--- config.mk ---
export PLATFORM = sky130hd
export DESIGN_NAME = approx_mult_err_accum
export DESIGN_NICKNAME = d
export VERILOG_FILES = /design/src/rtl/approx_mult_pkg.sv /design/src/rtl/approx_err_stage.sv /design/src/rtl/approx_mult_err_accum.sv
export SDC_FILE = /design/constraint.sdc
export NUM_CORES = 1
export LEC_CHECK = 0
export ABC_AREA = 1
export BUFFER_PORTS_ARGS = -buffer_cell sky130_fd_sc_hd__buf_2
export CAP_MARGIN = 10
export CORE_ASPECT_RATIO = 0.7
export CORE_MARGIN = 5
export CORE_UTILIZATION = 50
export CTS_BUF_LIST = sky130_fd_sc_hd__clkbuf_16
export CTS_CLUSTER_DIAMETER = 100
export DETAILED_ROUTE_END_ITERATION = 7
export GPL_TIMING_DRIVEN = 0
export PLACE_DENSITY = 0.73
export SYNTH_ARGS = -nofsm -noshare
export SYNTH_HDL_FRONTEND = slang
export SYNTH_SLANG_ARGS = --single-unit
--- constraint.sdc ---
create_clock -name clk -period 9.95 [get_ports clk]
set_clock_uncertainty 0.2 [all_clocks]
set_input_delay 0 -clock clk [delete_from_list [all_inputs] [get_ports clk]]
set_output_delay 0 -clock clk [all_outputs]
set_load 0.02 [all_outputs]
--- src/rtl/approx_mult_pkg.sv ---
// Shared widths and FSM state type for the approximate-multiplier
// error characterisation blocks.
package approx_mult_pkg;

    localparam int OP_W      = 8;
    localparam int PROD_W    = 16;
    localparam int ERR_W     = 18;
    localparam int ABS_W     = 17;
    localparam int SQ_W      = 32;
    localparam int SSE_W     = 48;
    localparam int ERR_SUM_W = 34;

    typedef enum logic [1:0] {
        IDLE,
        RUN,
        DRAIN,
        DONE
    } state_t;

endpackage

--- src/rtl/approx_err_stage.sv ---
// Registered error stage: recomputes the exact product and registers the
// signed error z - x*y together with its valid bit.
module approx_err_stage
    import approx_mult_pkg::*;
(
    input  logic                    clk,
    input  logic                    rst,
    input  logic                    valid,
    input  logic [OP_W-1:0]         x,
    input  logic [OP_W-1:0]         y,
    input  logic [PROD_W-1:0]       z,
    output logic signed [ERR_W-1:0] e,
    output logic                    e_valid
);

    logic [PROD_W-1:0] exact;

    assign exact = PROD_W'(x) * PROD_W'(y);

    always_ff @(posedge clk) begin
        if (rst) begin
            e_valid <= 1'b0;
        end else begin
            e_valid <= valid;
        end
    end

    // NOTE: the error register carries no reset; it is only consumed when e_valid is set.
    always_ff @(posedge clk) begin
        if (valid) begin
            e <= $signed({2'b00, z} - {2'b00, exact});
        end
    end

endmodule

--- src/rtl/approx_mult_err_accum.sv ---
// Error-statistics accumulator for 8x8 approximate multipliers: error sum,
// sum of squared error, max |error| and nonzero-error count over a window.
module approx_mult_err_accum
    import approx_mult_pkg::*;
#(
    parameter int N_SAMPLES = 65536,
    parameter int CNT_W     = 17
) (
    input  logic                        clk,
    input  logic                        rst,
    input  logic                        start,
    input  logic                        in_valid,
    output logic                        in_ready,
    input  logic [OP_W-1:0]             in_x,
    input  logic [OP_W-1:0]             in_y,
    input  logic [PROD_W-1:0]           in_z,
    output logic                        busy,
    output logic                        done,
    output logic signed [ERR_SUM_W-1:0] err_sum,
    output logic [SSE_W-1:0]            sse,
    output logic [ABS_W-1:0]            max_abs_err,
    output logic [ABS_W-1:0]            nz_count
);

    localparam logic [CNT_W-1:0] N_CNT    = CNT_W'(N_SAMPLES);
    localparam logic [CNT_W-1:0] LAST_CNT = CNT_W'(N_SAMPLES - 1);

    state_t                  state;
    state_t                  state_next;
    logic [CNT_W-1:0]        acc_cnt;
    logic                    accept;
    logic                    last_accept;
    logic                    clear;
    logic signed [ERR_W-1:0] s1_e;
    logic                    s1_valid;
    logic                    s2_valid;
    logic [ABS_W-1:0]        abs_e;
    logic [SQ_W-1:0]         sq_e;

    assign in_ready    = (state == RUN) && (acc_cnt < N_CNT);
    assign busy        = (state == RUN) || (state == DRAIN);
    assign accept      = in_valid && in_ready;
    assign last_accept = accept && (acc_cnt == LAST_CNT);

    // NOTE: sequential state uses non-blocking assignments so every register samples pre-edge values.
    always_ff @(posedge clk) begin
        if (rst) begin
            state <= IDLE;
        end else begin
            state <= state_next;
        end
    end

    // NOTE: every output of this block gets a default first, so no latch can be inferred.
    always_comb begin
        state_next = state;
        clear      = 1'b0;
        done       = 1'b0;
        case (state)
            IDLE, DONE: begin
                if (start) begin
                    state_next = RUN;
                    clear      = 1'b1;
                end
            end
            RUN: begin
                if (last_accept) begin
                    state_next = DRAIN;
                end
            end
            DRAIN: begin
                if (!s1_valid && !s2_valid) begin
                    done       = 1'b1;
                    state_next = DONE;
                end
            end
            default: state_next = IDLE;
        endcase
    end

    always_ff @(posedge clk) begin
        if (rst || clear) begin
            acc_cnt <= '0;
        end else if (accept) begin
            acc_cnt <= acc_cnt + CNT_W'(1);
        end
    end

    approx_err_stage u_err_stage (
        .clk     (clk),
        .rst     (rst),
        .valid   (accept),
        .x       (in_x),
        .y       (in_y),
        .z       (in_z),
        .e       (s1_e),
        .e_valid (s1_valid)
    );

    // Stage 2 has no data register of its own; this bit only tracks the
    // accumulation edge so DRAIN waits for it.
    always_ff @(posedge clk) begin
        if (rst) begin
            s2_valid <= 1'b0;
        end else begin
            s2_valid <= s1_valid;
        end
    end

    assign abs_e = s1_e[ERR_W-1] ? ABS_W'(-s1_e) : ABS_W'(s1_e);
    assign sq_e  = SQ_W'(abs_e) * SQ_W'(abs_e);

    always_ff @(posedge clk) begin
        if (rst || clear) begin
            err_sum     <= '0;
            sse         <= '0;
            max_abs_err <= '0;
            nz_count    <= '0;
        end else if (s1_valid) begin
            err_sum  <= err_sum + {{(ERR_SUM_W - ERR_W){s1_e[ERR_W-1]}}, s1_e};
            sse      <= sse + SSE_W'(sq_e);
            nz_count <= nz_count + ABS_W'(s1_e != '0);
            if (abs_e > max_abs_err) begin
                max_abs_err <= abs_e;
            end
        end
    end

endmodule

==> summary.txt <==
Layout Nets - 3935
die height - 188 microns
minimum clock period - 9.50 ns
CP required - 10.16 ns
Via density - 5.15
routed length per placed instance - 16.9 microns
post-detail-place hpwl - 56.8 mm
die area - 49400 sq um
Finished Layout Cells - 4039
clk sink count - 154
post-route ant nets - 0
layout cells sized above 1 - 7.04%
commonest non-fill, non-tap cell in the layout - inv_1
largest net degree at the start of global routing - 23
vias in the first global route - 19213
Max Slew Vio Count - 0
Yosys top cell area share - 21.6%
Crit path largest cell delay - 0.56 ns
Clk Latency, worst-skew pair - 0.49 ns
register bit total from synthesis - 154
initial DRC count - 2080
post-synthesis sequential area ratio - 14.5%
CTS tree - done
crit end category - flop
die width - 264 microns
R2R cell count - 35
CTS max path bufs - 2
Synth cell types - 52
worst hold path depth - 6
Placeable Area - 44800 sq um
Inst Count DP - 3999
ys flop type - dfxtp_1
first-pass detailed-route iteration total - 6
cell area after synthesis - 22500 sq um
Setup-failing EPs final - 0
number of diodes - 0
final period utilization - 95.4%
I/O Buffers - 138
hold crit path type - in2reg
fillcell total - 4443
Slowest-stage cell, CP - fa_1
crit path max fanout - 11
Fin. Hold Viols - 0
maxcap violations - 0
Startpoint Class - flop
first-pass GRT wire length - 107 mm
# rows - 65
Cells after Synth - 3249
P&R area growth vs syn - 9.98%
# DRC - 0
Remaining Overflow, GRT - 0
RSZ-0062 raised after global routing - false
final core utilization - 55.2%
FF+latch area - 3250 sq um
All-Layer GR Usage - 27.2%
CTS Root Cell - clkbuf_16
CP dominant cell by count - fa_1
EDFF count, synth - 17
area of the multi-input gates - 16300 sq um
initial antenna violation count - 1
Arrival @ worst endpoint - 9.70 ns
Worst-Margin Slew - 1.24 ns
Starting Density - 50.2%
syn_area_per_cell - 6.93 sq um
vias - 20813
Yosys top cell by area - fa_1
total CTS buffers - 17
H-tree levels - 4
WL final - 68.1 mm
final hold slack - 0.107 ns
Crit Path Class - reg2reg
f_max - 105 MHz
Clock transition at path regs - 0.06 ns
GPL Wtd Cong - 1.01
commonest cells after routing, fill and taps aside - 734 x inv_1, 657 x nand2_1, 420 x nor2_1
status - finished clean
Synth area leaders - fa_1 22%, ha_1 13%, inv_1 12%
relative slew slack - 17.0%
Post-synth ARST share - 0%
Yosys warning count - 0
io pins - 155
[Yosys cell counts (3+ instances only)]
master and instances:
inv_1 733, nand2_1 659, nor2_1 422, fa_1 243, ha_1 232, a21oi_1 181
nand3_1 143, dfxtp_1 137, o21ai_0 134, xor2_1 68, clkbuf_1 47, nand4_1 31
nor3_1 28, o21bai_1 22, buf_2 17, edfxtp_1 17, xnor2_1 17, a21o_1 14
o21a_1 9, a31oi_1 7, nor4_1 7, nor2_4 6, o21ai_1 6, or2_2 6
nand3b_1 5, inv_2 4, nand2_2 4, o211ai_1 4, o21ai_2 4, o221ai_1 4
a21boi_0 3, buf_1 3, clkinv_1 3, nor2_2 3, nor3b_1 3, o31ai_1 3
[sequential cells by signal, indices dropped and copies added (netlist names)]
name	cells
sse	48
err_sum	34
acc_cnt	17
max_abs_err	17
nz_count	17
u_err_stage.e	17
state	2
s2_valid	1
u_err_stage.e_valid	1
[metal layers]
metal / vias up / track usage [%] / part of all wire, %
met4: 0 / 4.72 / 1.4
met3: 60 / 6.87 / 11
li1: 10295 / - / -
met2: 868 / 39.1 / 41
met5: - / 0 / 0
met1: 9590 / 41.8 / 47
[worst max-delay path, delay by kind of cell (launching register included)]
kind | cells | cell delay (ns)
AND/OR/NAND/NOR | 12 | 1.78
buffers and inverters | 8 | 1.35
flip-flops | 1 | 0.53
AO/OA/AOI/OAI | 5 | 0.98
adder cells (fa/ha/maj) | 9 | 4.23
XOR/XNOR | 1 | 0.32
[stage by stage]
| stage | TNS [ns] | cell area (sq um) | setup WS, ns |
|---|---|---|---|
| detailed placement | -18.92 | 24000 | -0.957 |
| global route | 0 | 24800 | 0.0237 |
| finish | 0 | 24800 | 0.453 |
| floorplan | 0 | 22500 | 1.66 |
| global placement | -20.24 | 24000 | -0.993 |
| CTS | 0 | 24700 | 0.0537 |
[timing repair]
action                                 CTS  global route
setup endpoints to repair               31            26
pin swaps                                0             1
endpoints found under the hold margin   18             0
resized for setup                        3            23
hold buffers                             6             0
setup buffers                            2             2
[cell families (layout without fill, tap and decap cells)]
group / after synthesis / after routing / synth area share (%)
AND/OR/NAND/NOR: 1324 / 1324 / 24.2
buffers and inverters: 811 / 989 / 13.7
adder cells (fa/ha/maj): 475 / 475 / 34.5
AO/OA/AOI/OAI: 396 / 396 / 9.69
flip-flops: 154 / 154 / 14.5
XOR/XNOR: 87 / 87 / 3.45
other: 2 / 11 / 0.0334
[path summary, 6_finish.rpt]
check                                 startpoint               end  slack, ns
worst max-delay path            u_err_stage.e[0]           sse[38]       0.45
worst min-delay path                     in_z[0]  u_err_stage.e[0]       0.11
worst max register to register  u_err_stage.e[0]           sse[38]       0.45
worst min register to register    max_abs_err[7]    max_abs_err[7]       0.28
[final cells by class]
cell class,instances,area share [%]
buffer,69,1.27
clock buffer,17,1.72
clock inverter,14,0.697
inverter,741,11.3
multi-input combinational,2293,65.7
sequential,154,13.1
tap,603,3.05
timing repair buffer,148,3.15
Power is not shown: default switching activity piles up to over one toggle a cycle in this logic, so the estimate is an artifact.
